### src/rtl/ospfb_fft_cfg_ctrl.sv
// ospfb_fft_cfg_ctrl: drives the OSPFB FFT config channel and consumes its
// per-frame status channel, keeping saturating frame/overflow statistics.
// Optional build macro: OSPFB_FFT_AUTOSCALE_EN (overflow beats bump the scale
// schedule and queue a new config; adds the sched_sat output).
module ospfb_fft_cfg_ctrl #(
  parameter int unsigned FFT_LEN      = 2048,
  parameter int unsigned FFT_CONF_WID = 16,
  parameter int unsigned FFT_STAT_WID = 8,
  localparam int unsigned SCH_WID     = 2 * (($clog2(FFT_LEN) + 1) / 2),
  parameter logic [SCH_WID-1:0] DEF_SCALE_SCH = 12'hAAA,
  parameter logic DEF_FWD_INV         = 1'b1,
  parameter int unsigned CNT_WID      = 32
) (
  input  logic                    clk,
  input  logic                    rst,
  input  logic                    cfg_update,
  input  logic                    cfg_fwd_inv,
  input  logic [SCH_WID-1:0]      cfg_scale_sch,
  output logic [FFT_CONF_WID-1:0] m_axis_config_tdata,
  output logic                    m_axis_config_tvalid,
  input  logic                    m_axis_config_tready,
  input  logic [FFT_STAT_WID-1:0] s_axis_status_tdata,
  input  logic                    s_axis_status_tvalid,
  output logic                    s_axis_status_tready,
  input  logic                    clr_stats,
`ifdef OSPFB_FFT_AUTOSCALE_EN
  output logic                    sched_sat,
`endif
  output logic                    cfg_busy,
  output logic                    cfg_done,
  output logic [SCH_WID-1:0]      cur_scale_sch,
  output logic [CNT_WID-1:0]      frame_cnt,
  output logic [CNT_WID-1:0]      ovflo_cnt,
  output logic                    ovflo_sticky
);

  // Shadow/pending words hold {scale_sch, fwd_inv}
  localparam int unsigned CFG_WID = SCH_WID + 1;
  localparam int unsigned NSTG    = SCH_WID / 2;

  typedef enum logic [1:0] {ST_INIT, ST_SEND, ST_IDLE} state_t;

  state_t              r_state, w_state_nxt;
  logic [CFG_WID-1:0]  r_shadow, w_shadow_nxt;
  logic [CFG_WID-1:0]  r_pend_word, w_pend_word_nxt;
  logic                r_pend, w_pend_nxt;
  logic                r_tvalid, r_stat_tready, r_busy, r_done, r_sticky;
  logic [FFT_CONF_WID-1:0] r_tdata;
  logic [SCH_WID-1:0]  r_cur_sch;
  logic [CNT_WID-1:0]  r_frame_cnt, r_ovflo_cnt, w_frame_base, w_ovflo_base;
  logic                w_hs, w_beat, w_ovf, w_req;
  logic [CFG_WID-1:0]  w_req_word;
  logic                w_unused_stat;

  assign w_hs   = r_tvalid & m_axis_config_tready;
  assign w_beat = s_axis_status_tvalid & r_stat_tready;
  assign w_ovf  = w_beat & s_axis_status_tdata[0];
  assign w_unused_stat = ^{s_axis_status_tdata[FFT_STAT_WID-1:1]};

`ifdef OSPFB_FFT_AUTOSCALE_EN
  logic               w_found, w_auto_sat, r_sched_sat;
  logic [CFG_WID-1:0] w_auto_word;

  // Bump the lowest stage field that is not yet at 3 (fwd_inv kept)
  always_comb begin
    w_auto_word = r_shadow;
    w_found     = 1'b0;
    for (int i = 0; i < NSTG; i++) begin
      if (!w_found && r_shadow[2*i+1 +: 2] != 2'b11) begin
        w_auto_word[2*i+1 +: 2] = r_shadow[2*i+1 +: 2] + 2'd1;
        w_found = 1'b1;
      end
    end
    w_auto_sat = w_ovf & ~w_found;
    w_req      = cfg_update | (w_ovf & w_found);
    w_req_word = cfg_update ? {cfg_scale_sch, cfg_fwd_inv} : w_auto_word;
  end

  assign sched_sat = r_sched_sat;
`else
  assign w_req      = cfg_update;
  assign w_req_word = {cfg_scale_sch, cfg_fwd_inv};
`endif

  // Next-state, shadow and pending-request logic
  always_comb begin
    w_state_nxt     = r_state;
    w_shadow_nxt    = r_shadow;
    w_pend_nxt      = r_pend;
    w_pend_word_nxt = r_pend_word;
    case (r_state)
      ST_INIT: begin
        w_shadow_nxt = {DEF_SCALE_SCH, DEF_FWD_INV};
        w_state_nxt  = ST_SEND;
        if (w_req) begin
          w_pend_nxt      = 1'b1;
          w_pend_word_nxt = w_req_word;
        end
      end
      ST_SEND: begin
        if (w_req) begin
          w_pend_nxt      = 1'b1;
          w_pend_word_nxt = w_req_word;
        end
        if (w_hs) w_state_nxt = ST_IDLE;
      end
      ST_IDLE: begin
        if (w_req) begin
          w_shadow_nxt = w_req_word;
          w_pend_nxt   = 1'b0;
          w_state_nxt  = ST_SEND;
        end else if (r_pend) begin
          w_shadow_nxt = r_pend_word;
          w_pend_nxt   = 1'b0;
          w_state_nxt  = ST_SEND;
        end
      end
      default: w_state_nxt = ST_INIT;
    endcase
  end

  // State register and registered config-side outputs
  always_ff @(posedge clk) begin
    if (rst) begin
      r_state       <= ST_INIT;
      r_shadow      <= {DEF_SCALE_SCH, DEF_FWD_INV};
      r_pend        <= 1'b0;
      r_pend_word   <= '0;
      r_tvalid      <= 1'b0;
      r_tdata       <= '0;
      r_stat_tready <= 1'b0;
      r_busy        <= 1'b0;
      r_done        <= 1'b0;
      r_cur_sch     <= DEF_SCALE_SCH;
    end else begin
      r_state       <= w_state_nxt;
      r_shadow      <= w_shadow_nxt;
      r_pend        <= w_pend_nxt;
      r_pend_word   <= w_pend_word_nxt;
      r_tvalid      <= (w_state_nxt == ST_SEND);
      r_tdata       <= FFT_CONF_WID'(w_shadow_nxt);
      r_stat_tready <= 1'b1;
      r_busy        <= (w_state_nxt != ST_IDLE) | w_pend_nxt;
      r_done        <= w_hs;
      if (w_hs) r_cur_sch <= r_shadow[CFG_WID-1:1];
    end
  end

  // Clear first, then apply this cycle's beat; counters stick at all-ones
  assign w_frame_base = clr_stats ? '0 : r_frame_cnt;
  assign w_ovflo_base = clr_stats ? '0 : r_ovflo_cnt;

  // Saturating status statistics
  always_ff @(posedge clk) begin
    if (rst) begin
      r_frame_cnt <= '0;
      r_ovflo_cnt <= '0;
      r_sticky    <= 1'b0;
`ifdef OSPFB_FFT_AUTOSCALE_EN
      r_sched_sat <= 1'b0;
`endif
    end else begin
      r_frame_cnt <= (w_beat && w_frame_base != '1) ? w_frame_base + CNT_WID'(1) : w_frame_base;
      r_ovflo_cnt <= (w_ovf && w_ovflo_base != '1) ? w_ovflo_base + CNT_WID'(1) : w_ovflo_base;
      r_sticky    <= (r_sticky & ~clr_stats) | w_ovf;
`ifdef OSPFB_FFT_AUTOSCALE_EN
      r_sched_sat <= (r_sched_sat & ~clr_stats) | w_auto_sat;
`endif
    end
  end

  assign m_axis_config_tdata  = r_tdata;
  assign m_axis_config_tvalid = r_tvalid;
  assign s_axis_status_tready = r_stat_tready;
  assign cfg_busy             = r_busy;
  assign cfg_done             = r_done;
  assign cur_scale_sch        = r_cur_sch;
  assign frame_cnt            = r_frame_cnt;
  assign ovflo_cnt            = r_ovflo_cnt;
  assign ovflo_sticky         = r_sticky;

endmodule

### config.mk
export PLATFORM = sky130hd
export DESIGN_NAME = ospfb_fft_cfg_ctrl
export DESIGN_NICKNAME = d
export VERILOG_FILES = /design/src/rtl/ospfb_fft_cfg_ctrl.sv
export SDC_FILE = /design/constraint.sdc
export NUM_CORES = 1
export LEC_CHECK = 0
export BUFFER_PORTS_ARGS = -buffer_cell sky130_fd_sc_hd__buf_2
export CORE_MARGIN = 2
export CORE_UTILIZATION = 36
export DETAILED_ROUTE_END_ITERATION = 10
export SLEW_MARGIN = 20
export SYNTH_ARGS = -nofsm -noshare
export SYNTH_HDL_FRONTEND = slang
export SYNTH_SLANG_ARGS = --single-unit
### constraint.sdc
create_clock -name clk -period 2.2 [get_ports clk]
set_input_delay 0.11 -clock clk [delete_from_list [all_inputs] [get_ports clk]]
set_output_delay 0.11 -clock clk [all_outputs]
set_load 0.02 [all_outputs]
==> results of run 1 <==
==> where the power goes <==
part / internal [W] / switching, W
registers: 0.00216 / 0.0000286
logic: 0.000137 / 0.000202
clock network: 0.00182 / 0.000993
total: 0.00412 / 0.00122
==> synth_stat cells, types with 2 or more instances <==
cell,count,share of area [%]
and3_1,12,1.3
nand3b_1,3,0.39
nand4b_4,2,0.82
nand4b_1,7,1.1
o41ai_1,2,0.30
buf_4,13,1.7
a31oi_1,2,0.22
or4_4,2,0.39
and2_2,2,0.26
a22oi_1,6,0.78
nand4_1,21,2.3
buf_1,7,0.45
nor2_1,40,2.6
nor4_1,7,0.76
inv_1,4,0.26
o311ai_0,2,0.30
or4_1,12,1.6
nor3_1,17,1.5
clkbuf_1,22,1.4
and4b_1,3,0.52
mux2_2,17,3.3
mux2i_1,7,1.2
a21oi_1,71,6.1
nand2_1,98,6.3
o211ai_1,4,0.52
o31ai_1,12,1.6
a21o_1,3,0.39
nor2b_1,31,3.3
and2_1,4,0.43
nand2b_1,5,0.54
o21ai_0,44,3.8
and4_1,7,1.1
nand4b_2,2,0.52
nand3_1,33,2.8
dfxtp_1,117,40
or4b_1,2,0.35
nor4_4,2,0.73
buf_2,5,0.43
or3_1,31,3.3
or2_2,3,0.32
==> how the worst min path moves through the flow <==
stage | from | end | slack, ns | cells after the start
2_1_floorplan | cfg_fwd_inv | r_pend_word[0] | 0.25 | 2
3_3_place_gp | cfg_scale_sch[0] | r_pend_word[1] | 0.36 | 3
3_5_place_dp | cfg_scale_sch[11] | r_pend_word[12] | 0.37 | 3
4_1_cts | s_axis_status_tvalid | frame_cnt[24] | 0.05 | 3
5_1_grt | s_axis_status_tvalid | frame_cnt[24] | 0.09 | 3
6_report | s_axis_status_tvalid | frame_cnt[24] | 0.07 | 3
==> through the flow <==
step / cell area [sq um] / instances / worst slack [ns]
3_3_place_gp: 6884 / 1050 / 0.1274
3_5_place_dp: 6884 / 1050 / 0.1002
5_1_grt: 7605 / 1094 / 0.05356
2_1_floorplan: 5806 / 710 / 0.1975
6_report: 7605 / 1094 / 0.1740
4_1_cts: 7605 / 1094 / 0.1887
==> kinds of logic (layout without fill, tap and decap cells) <==
group,count (synthesis),count (layout),share of synthesized area (%)
buf+inv,54,222,4.553
simple gates,355,355,34.77
flops,117,117,40.40
other cells,1,3,0.06468
mux,24,24,4.510
compound gates,155,155,15.41
xor+xnor,2,2,0.3022
==> flip-flops by register name (all words and copies together), names as in the netlist, 2 cells and up, named ones only <==
register,flops
frame_cnt,32
ovflo_cnt,32
r_pend_word,13
r_shadow,7
r_state,2
cur_scale_sch,12
m_axis_config_tdata,7
==> routing by layer <==
metal / global-route usage, % / wire (microns) / vias to the layer above
met5: 0 / 0 / -
met4: 6.946 / 257 / 0
met3: 4.886 / 933 / 21
met2: 32.26 / 7994 / 176
met1: 26.86 / 7888 / 2772
li1: - / - / 2894
==> final cells by class <==
cell class | instances | share of cell area, %
clock buffers | 21 | 6.055
clock inverters | 10 | 1.711
inverters | 5 | 0.2468
multi-input cells | 539 | 42.07
flip-flops and latches | 117 | 30.80
well taps | 216 | 3.554
repair buffers | 186 | 15.56
==> worst reg2reg max path, delay by kind of cell, from the launching register on <==
| family | cells | cell delay (ns) |
|---|---|---|
| and+or+nand+nor | 4 | 1.11 |
| buffers and inverters | 1 | 0.22 |
| DFF | 1 | 0.47 |
| AOI/OAI and AO/OA | 1 | 0.15 |
==> what timing repair did <==
action,4_1_cts,5_1_grt
resized for setup,0,0
endpoints found under the setup margin,0,0
hold buffers,13,0
hold endpoints to repair,13,0
==> results.sh, run 1 <==
export IMPL_min_path_type="in2reg"
export IMPL_crit_type="reg2reg"
export IMPL_drive_gt1_share_pct=27.33
export IMPL_synthCells=708
export IMPL_power_w=0.005346
export IMPL_grt_ovfl_total=0
export IMPL_post_cts_buffers=0
export IMPL_port_buffers=113
export IMPL_antenna_cells=0
export IMPL_clkLatencyLatePin_ns=0.42
export IMPL_cp_top_family="simple AND/OR/NAND/NOR gates"
export IMPL_fin_crit_sh_pct=92.09
export IMPL_die_h_microns=130.9
export IMPL_r2r_slack_ns=0.17
export IMPL_h_tree_depth=4
export IMPL_cp_endpoint="frame_cnt[17]"
export IMPL_cts_root_buf="clkbuf_16"
export IMPL_r2r_start="frame_cnt[8]"
export IMPL_finalHoldViolations=0
export IMPL_cp_max_fo=9
export IMPL_ys_seq_area_share_pct=40.40
export IMPL_ff2ff_path_depth=6
export IMPL_synth_edf_count=0
export IMPL_p_leak_nw=3.123
export IMPL_gp_congestion=0.8996
export IMPL_period_needed_ns=2.026
export IMPL_holdWs_ns=0.07474
export IMPL_start_util_pct=36.63
export IMPL_grt_pass1_wl_microns=27170
export IMPL_grt_use_total_pct=20.22
export IMPL_setup_worst_path_start_class="register"
export IMPL_ir_drop_uv=515.4
export IMPL_layout_commonest_cell="dfxtp_1"
export IMPL_clk_pin_slew_worst_paths_ns=0.06
export IMPL_rr_endpoint="frame_cnt[17]"
export IMPL_max_stage_delay_ns=0.48
export IMPL_tightest_slew_ns=0.5946
export IMPL_numCtsBuffers=17
export IMPL_final_max_slew_viol_count=0
export IMPL_synth_ff_latch_count=117
export IMPL_layout_common_cells="dfxtp_1 (117), buf_2 (113), nand2_1 (98), a21oi_1 (71), buf_4 (57)"
export IMPL_startpoint="frame_cnt[8]"
export IMPL_max_freq_mhz=493.6
export IMPL_cp_data_arrival_time_ns=2.37
export IMPL_maxCapViolations=0
export IMPL_die_w_microns=130.9
export IMPL_drt_initial_drc_count=275
export IMPL_crit_slowest_cell="or4_1"
export IMPL_cts_tree="built"
export IMPL_area_delta_synth_final_pct=31.16
export IMPL_drt_wl_total_microns=17070
export IMPL_finish_utilization_pct=48.05
export IMPL_viasPerCell=5.359
export IMPL_antenna_found_initial=0
export IMPL_critPathCaptureType="register"
export IMPL_status="finished clean"
export IMPL_setup_viol=0
export IMPL_drc=0
export IMPL_grt_start_max_net_pins=30
export IMPL_tns_ns=0
export IMPL_yosysWarnings=0
export IMPL_row_count=46
export IMPL_netlist_area_sq_um=5798
export IMPL_rsz0062_at_grt="no"
export IMPL_nets=893
export IMPL_coreArea_sq_um=15830
export IMPL_synthDistinctLibCells=64
export IMPL_drtPass1Iterations=4
export IMPL_dp_hpwl_microns=11900
export IMPL_max_slew_margin_pct=60.30
export IMPL_multiInputGateArea_sq_um=3199
export IMPL_syn_avg_cell_area_sq_um=8.189
export IMPL_path_buf_inv=1
export IMPL_async_flop_share_pct=0
export IMPL_power_density_nw_per_um2=702.9
export IMPL_fillers=1580
export IMPL_design_die_area_sq_um=17140
export IMPL_clock_sinks=117
export IMPL_max_clock_path_buffers=2
export IMPL_antenna_left=0
export IMPL_wl_per_cell_microns=15.61
export IMPL_io_pins=124
export IMPL_regArea_sq_um=2342
export IMPL_finalClockSkew_ns=0.009112
export IMPL_vias=5863
export IMPL_critical_path_required_ns=2.54
export IMPL_grt_pass1_vias=5349
export IMPL_crit_chain="nand4b_4, nor4_4, buf_4, nand3_4, or4_1, a21oi_1"
export IMPL_synth_flop_cell="dfxtp_1"
export IMPL_crit_cells=6
(Power assumes the default switching activity.)
==> run 2, diff against run 1 <==
- CORE_ASPECT_RATIO: not set -> 0.75
==> run 2 against run 1 <==
- via count is essentially flat
- clock power down 9.6%
- final cell count down 0.82%
- critical path type unchanged
- critical endpoint is now frame_cnt[18]
- largest power group unchanged
==> results.sh, run 2 (synthesis gave the netlist of run 1 again) <==
export IMPL_area_delta_synth_final_pct=29.15
export IMPL_clkLatencyLatePin_ns=0.42
export IMPL_viasPerCell=5.408
export IMPL_layout_commonest_cell="dfxtp_1"
export IMPL_cp_data_arrival_time_ns=2.38
export IMPL_layout_common_cells="dfxtp_1 (117), buf_2 (113), nand2_1 (98), a21oi_1 (71), buf_4 (56)"
export IMPL_setup_viol=0
export IMPL_crit_slowest_cell="or4_1"
export IMPL_p_sw_w=0.001186
export IMPL_hp_start="s_axis_status_tvalid"
export IMPL_seq_power_share_pct=43.1
export IMPL_fin_crit_sh_pct=92.33
export IMPL_swShare_pct=23.33
export IMPL_io_pins=124
export IMPL_nets=890
export IMPL_period_needed_ns=2.031
export IMPL_finalClockSkew_ns=0.01160
export IMPL_cp_endpoint="frame_cnt[18]"
export IMPL_status="finished clean"
export IMPL_multiInputGateArea_sq_um=3199
export IMPL_max_stage_delay_ns=0.50
export IMPL_p_leak_nw=3.074
export IMPL_ir_drop_uv=525.9
export IMPL_antenna_cells=0
export IMPL_r2r_slack_ns=0.17
export IMPL_post_cts_buffers=0
export IMPL_ctsResizeCount=0
export IMPL_numCtsBuffers=17
export IMPL_gp_congestion=0.8630
export IMPL_hold_buffers=13
export IMPL_cp_max_fo=6
export IMPL_start_util_pct=36.55
export IMPL_cts_root_buf="clkbuf_16"
export IMPL_grt_pass1_wl_microns=27990
export IMPL_rsz0062_at_grt="no"
export IMPL_max_freq_mhz=492.3
export IMPL_regArea_sq_um=2342
export IMPL_coreArea_sq_um=15870
export IMPL_ff2ff_path_depth=6
export IMPL_r2r_start="frame_cnt[11]"
export IMPL_final_max_slew_viol_count=0
export IMPL_die_w_microns=150.5
export IMPL_rr_endpoint="frame_cnt[18]"
export IMPL_startpoint="frame_cnt[11]"
export IMPL_max_slew_margin_pct=63.27
export IMPL_crit_type="reg2reg"
export IMPL_combPwrFrac_pct=6.7
export IMPL_dp_hpwl_microns=12350
export IMPL_p_int_w=0.003896
export IMPL_port_buffers=113
export IMPL_power_frac_clock_pct=50.2
export IMPL_row_count=40
export IMPL_cts_tree="built"
export IMPL_finish_utilization_pct=47.20
export IMPL_grt_start_max_net_pins=34
export IMPL_max_clock_path_buffers=2
export IMPL_drt_initial_drc_count=412
export IMPL_maxCapViolations=0
export IMPL_grt_use_total_pct=20.78
export IMPL_power_w=0.005082
export IMPL_die_h_microns=113.9
export IMPL_setup_worst_path_start_class="register"
export IMPL_clk_pin_slew_worst_paths_ns=0.05
export IMPL_antenna_found_initial=0
export IMPL_antenna_left=0
export IMPL_critical_path_required_ns=2.55
export IMPL_drive_gt1_share_pct=26.51
export IMPL_tns_ns=0
export IMPL_finalHoldViolations=0
export IMPL_grt_ovfl_total=0
export IMPL_grt_pass1_vias=5353
export IMPL_vias=5868
export IMPL_drt_wl_total_microns=17460
export IMPL_wl_per_cell_microns=16.09
export IMPL_tightest_slew_ns=0.5498
export IMPL_power_density_nw_per_um2=678.6
export IMPL_h_tree_depth=4
export IMPL_design_die_area_sq_um=17150
export IMPL_crit_chain="nand4b_4, nor4_4, buf_4, nand2_1, or4_1, a21oi_1"
export IMPL_drc=0
export IMPL_min_path_type="in2reg"
export IMPL_critPathCaptureType="register"
export IMPL_fillers=1564
export IMPL_drtPass1Iterations=8
export IMPL_clock_sinks=117
==> run 2: area by class of cell <==
| cell class | count | share of cell area, % |
|---|---|---|
| clock inverters | 5 | 0.6683 |
| well taps | 210 | 3.509 |
| repair buffers | 183 | 15.17 |
| flip-flops and latches | 117 | 31.28 |
| multi-input cells | 539 | 42.72 |
| inverters | 5 | 0.2506 |
| clock buffers | 26 | 6.399 |
==> run 2: worst max-delay path: cells and delay by family (launching register included) <==
kind                   cells  cell delay (ns)
and+or+nand+nor            4             1.14
DFF                        1             0.45
buffers and inverters      1             0.22
AOI/OAI and AO/OA          1             0.14
==> run 2: worst min path at each step <==
| stage | slack, ns | to | cells past startpoint |
|---|---|---|---|
| 5_1_grt | 0.05 | frame_cnt[24] | 3 |
| 4_1_cts | 0.03 | frame_cnt[24] | 3 |
| 3_5_place_dp | 0.37 | r_pend_word[7] | 3 |
| 3_3_place_gp | 0.37 | r_pend_word[4] | 3 |
| 6_report | 0.05 | frame_cnt[24] | 3 |
| 2_1_floorplan | 0.25 | r_pend_word[0] | 2 |
==> run 2: power by group through the flow <==
| stage | registers, W | logic, W | clock network, W |
|---|---|---|---|
| 6_report | 0.00219 | 0.000340 | 0.00255 |
| 5_1_grt | 0.00220 | 0.000373 | 0.00270 |
| 4_1_cts | 0.00219 | 0.000342 | 0.00259 |
| 3_5_place_dp | 0.00224 | 0.000322 | 0 |
| 3_3_place_gp | 0.00224 | 0.000320 | 0 |
| 2_1_floorplan | 0.00225 | 0.000183 | 0 |
==> run 2: per-stage QoR <==
stage,std cells,cell area [sq um],hold slack [ns],setup WS [ns]
after global routing,1085,7488,0.04810,0.04589
after global placement,1041,6829,0.3663,0.1264
after detailed placement,1041,6829,0.3707,0.09372
after floorplan,710,5806,0.2460,0.1975
after CTS,1085,7488,0.02873,0.1992
final,1085,7488,0.04748,0.1688
==> run 2: layer usage <==
layer	part of all wire, %	wire [microns]	vias up	GRT usage (%)
li1	-	-	2898	-
met1	51	8882	2813	30.49
met2	42	7380	145	29.55
met3	6.2	1076	12	6.240
met4	0.72	125	0	5.220
met5	0	0	-	0
==> run 3, diff against run 2 <==
- CORE_ASPECT_RATIO: 0.75 -> 1.1
==> run 3 against run 2 <==
- routed wire length shrank 4.5%
- final cell count shrank 0.28%
- critical path depth shrank 1
- combinational power shrank 2%
- sequential power is essentially flat
- power grew 5.8%
- clock power grew 12%
- via count shrank 1.7%
- critical path type unchanged
- highest routed layer unchanged
==> results.sh, run 3 (synthesis gave the netlist of run 1 again) <==
export IMPL_status="finished clean"
export IMPL_p_leak_nw=3.129
export IMPL_drive_gt1_share_pct=27.89
export IMPL_critPathCaptureType="register"
export IMPL_nets=896
export IMPL_p_sw_w=0.001290
export IMPL_start_util_pct=36.85
export IMPL_swShare_pct=24.00
export IMPL_antenna_found_initial=0
export IMPL_h_tree_depth=4
export IMPL_vias=5771
export IMPL_hold_path_cell_count=3
export IMPL_r2r_start="frame_cnt[0]"
export IMPL_design_die_area_sq_um=17140
export IMPL_hp_start="s_axis_status_tvalid"
export IMPL_cts_tree="built"
export IMPL_period_needed_ns=1.989
export IMPL_max_freq_mhz=502.9
export IMPL_cp_data_arrival_time_ns=2.33
export IMPL_tns_ns=0
export IMPL_rsz0062_at_grt="no"
export IMPL_setup_worst_path_start_class="register"
export IMPL_grt_pass1_vias=5423
export IMPL_drt_initial_drc_count=214
export IMPL_clock_sinks=117
export IMPL_max_slew_margin_pct=55.24
export IMPL_io_pins=124
export IMPL_grt_ovfl_total=0
export IMPL_crit_type="reg2reg"
export IMPL_max_clock_path_buffers=2
export IMPL_grt_pass1_wl_microns=27230
export IMPL_startpoint="frame_cnt[0]"
export IMPL_min_path_type="in2reg"
export IMPL_combPwrFrac_pct=6.2
export IMPL_grt_start_max_net_pins=60
export IMPL_viasPerCell=5.334
export IMPL_die_w_microns=125
export IMPL_layout_common_cells="dfxtp_1 (117), buf_2 (113), nand2_1 (98), a21oi_1 (71), buf_4 (61)"
export IMPL_cts_root_buf="clkbuf_16"
export IMPL_gp_congestion=0.8316
export IMPL_tightest_slew_ns=0.6714
export IMPL_drtPass1Iterations=5
export IMPL_port_buffers=113
export IMPL_ir_drop_uv=507.6
export IMPL_dp_hpwl_microns=11800
export IMPL_area_delta_synth_final_pct=31.38
export IMPL_grt_use_total_pct=19.60
export IMPL_regArea_sq_um=2342
export IMPL_p_int_w=0.004085
export IMPL_dpl_cell_count=1037
export IMPL_power_frac_clock_pct=53.1
export IMPL_antenna_cells=0
export IMPL_seq_power_share_pct=40.7
export IMPL_drt_wl_total_microns=16680
export IMPL_final_max_slew_viol_count=0
export IMPL_numCtsBuffers=17
export IMPL_wl_per_cell_microns=15.41
export IMPL_layout_commonest_cell="dfxtp_1"
export IMPL_power_density_nw_per_um2=705.7
export IMPL_ff2ff_path_depth=5
export IMPL_maxCapViolations=0
export IMPL_drc=0
export IMPL_row_count=48
export IMPL_antenna_left=0
export IMPL_coreArea_sq_um=15740
export IMPL_fin_crit_sh_pct=90.39
export IMPL_die_h_microns=137.1
export IMPL_finalClockSkew_ns=0.009624
export IMPL_final_cells=1082
export IMPL_setup_viol=0
export IMPL_clk_pin_slew_worst_paths_ns=0.05
export IMPL_fillers=1582
export IMPL_clkLatencyLatePin_ns=0.42
export IMPL_multiInputGateArea_sq_um=3206
export IMPL_cp_max_fo=8
export IMPL_critical_path_required_ns=2.54
export IMPL_finalHoldViolations=0
run 3: changes by cell type in the layout (fill, tap and decap cells not counted), sizes merged:
cell	previous run	this run
clkbuf	26	18
clkinv	5	6
inv	4	6
clkinvlp	0	4
buf	170	176
bufinv	1	3
run 3: what timing repair did:
item | in CTS | in global routing
buffers inserted | 0 | 0
hold buffers | 13 | 0
endpoints found under the setup margin | 0 | 4
resized for setup | 0 | 1
endpoints found under the hold margin | 13 | 0
run 3: layer usage:
layer  track usage (%)  vias up  part of all wire [%]
li1                  -     2911                     -
met1             24.57     2691                    47
met2             33.36      150                    47
met3             4.535       19                   4.5
met4             6.605        0                   1.4
met5                 0        -                     0
run 3: power groups by stage:
stage	registers, W	logic [W]	clock network (W)
after floorplan	0.00225	0.000183	0
after global placement	0.00223	0.000316	0
after detailed placement	0.00223	0.000317	0
after CTS	0.00219	0.000336	0.00291
after global routing	0.00219	0.000366	0.00300
final	0.00219	0.000334	0.00285
run 3: layout make-up:
class                   count  share of cell area (%)
multi-input cells         539                   42.08
clock inverters            14                   2.332
repair buffers            189                   15.67
clock buffers              18                   5.634
inverters                   5                  0.2464
flip-flops and latches    117                   30.75
well taps                 200                   3.285
run 3: metrics by stage:
step	worst slack, ns	hold WS (ns)	utilization [%]	cell area, sq um	total power, W
final	0.2115	0.03502	48.41	7617	0.005375
after global routing	0.009782	0.04708	48.41	7617	0.005560
after CTS	0.2009	0.005826	48.37	7611	0.005433
after detailed placement	0.08545	0.3685	43.69	6874	0.002550
after global placement	0.1203	0.3636	43.69	6874	0.002548
after floorplan	0.1975	0.2460	-	5806	0.002435
run 3: critical path: stages, from the launching register on:
cell	delay, ns
dfxtp_1	0.40
nand4_1	0.33
buf_4	0.28
or2_2	0.29
or4_1	0.47
a21oi_1	0.15
run 3: final timing paths:
path,endpoint,slack [ns]
setup / recovery,frame_cnt[18],0.21
hold / removal,frame_cnt[24],0.04
setup reg to reg,frame_cnt[18],0.21
hold reg to reg,r_pend_word[10],0.45
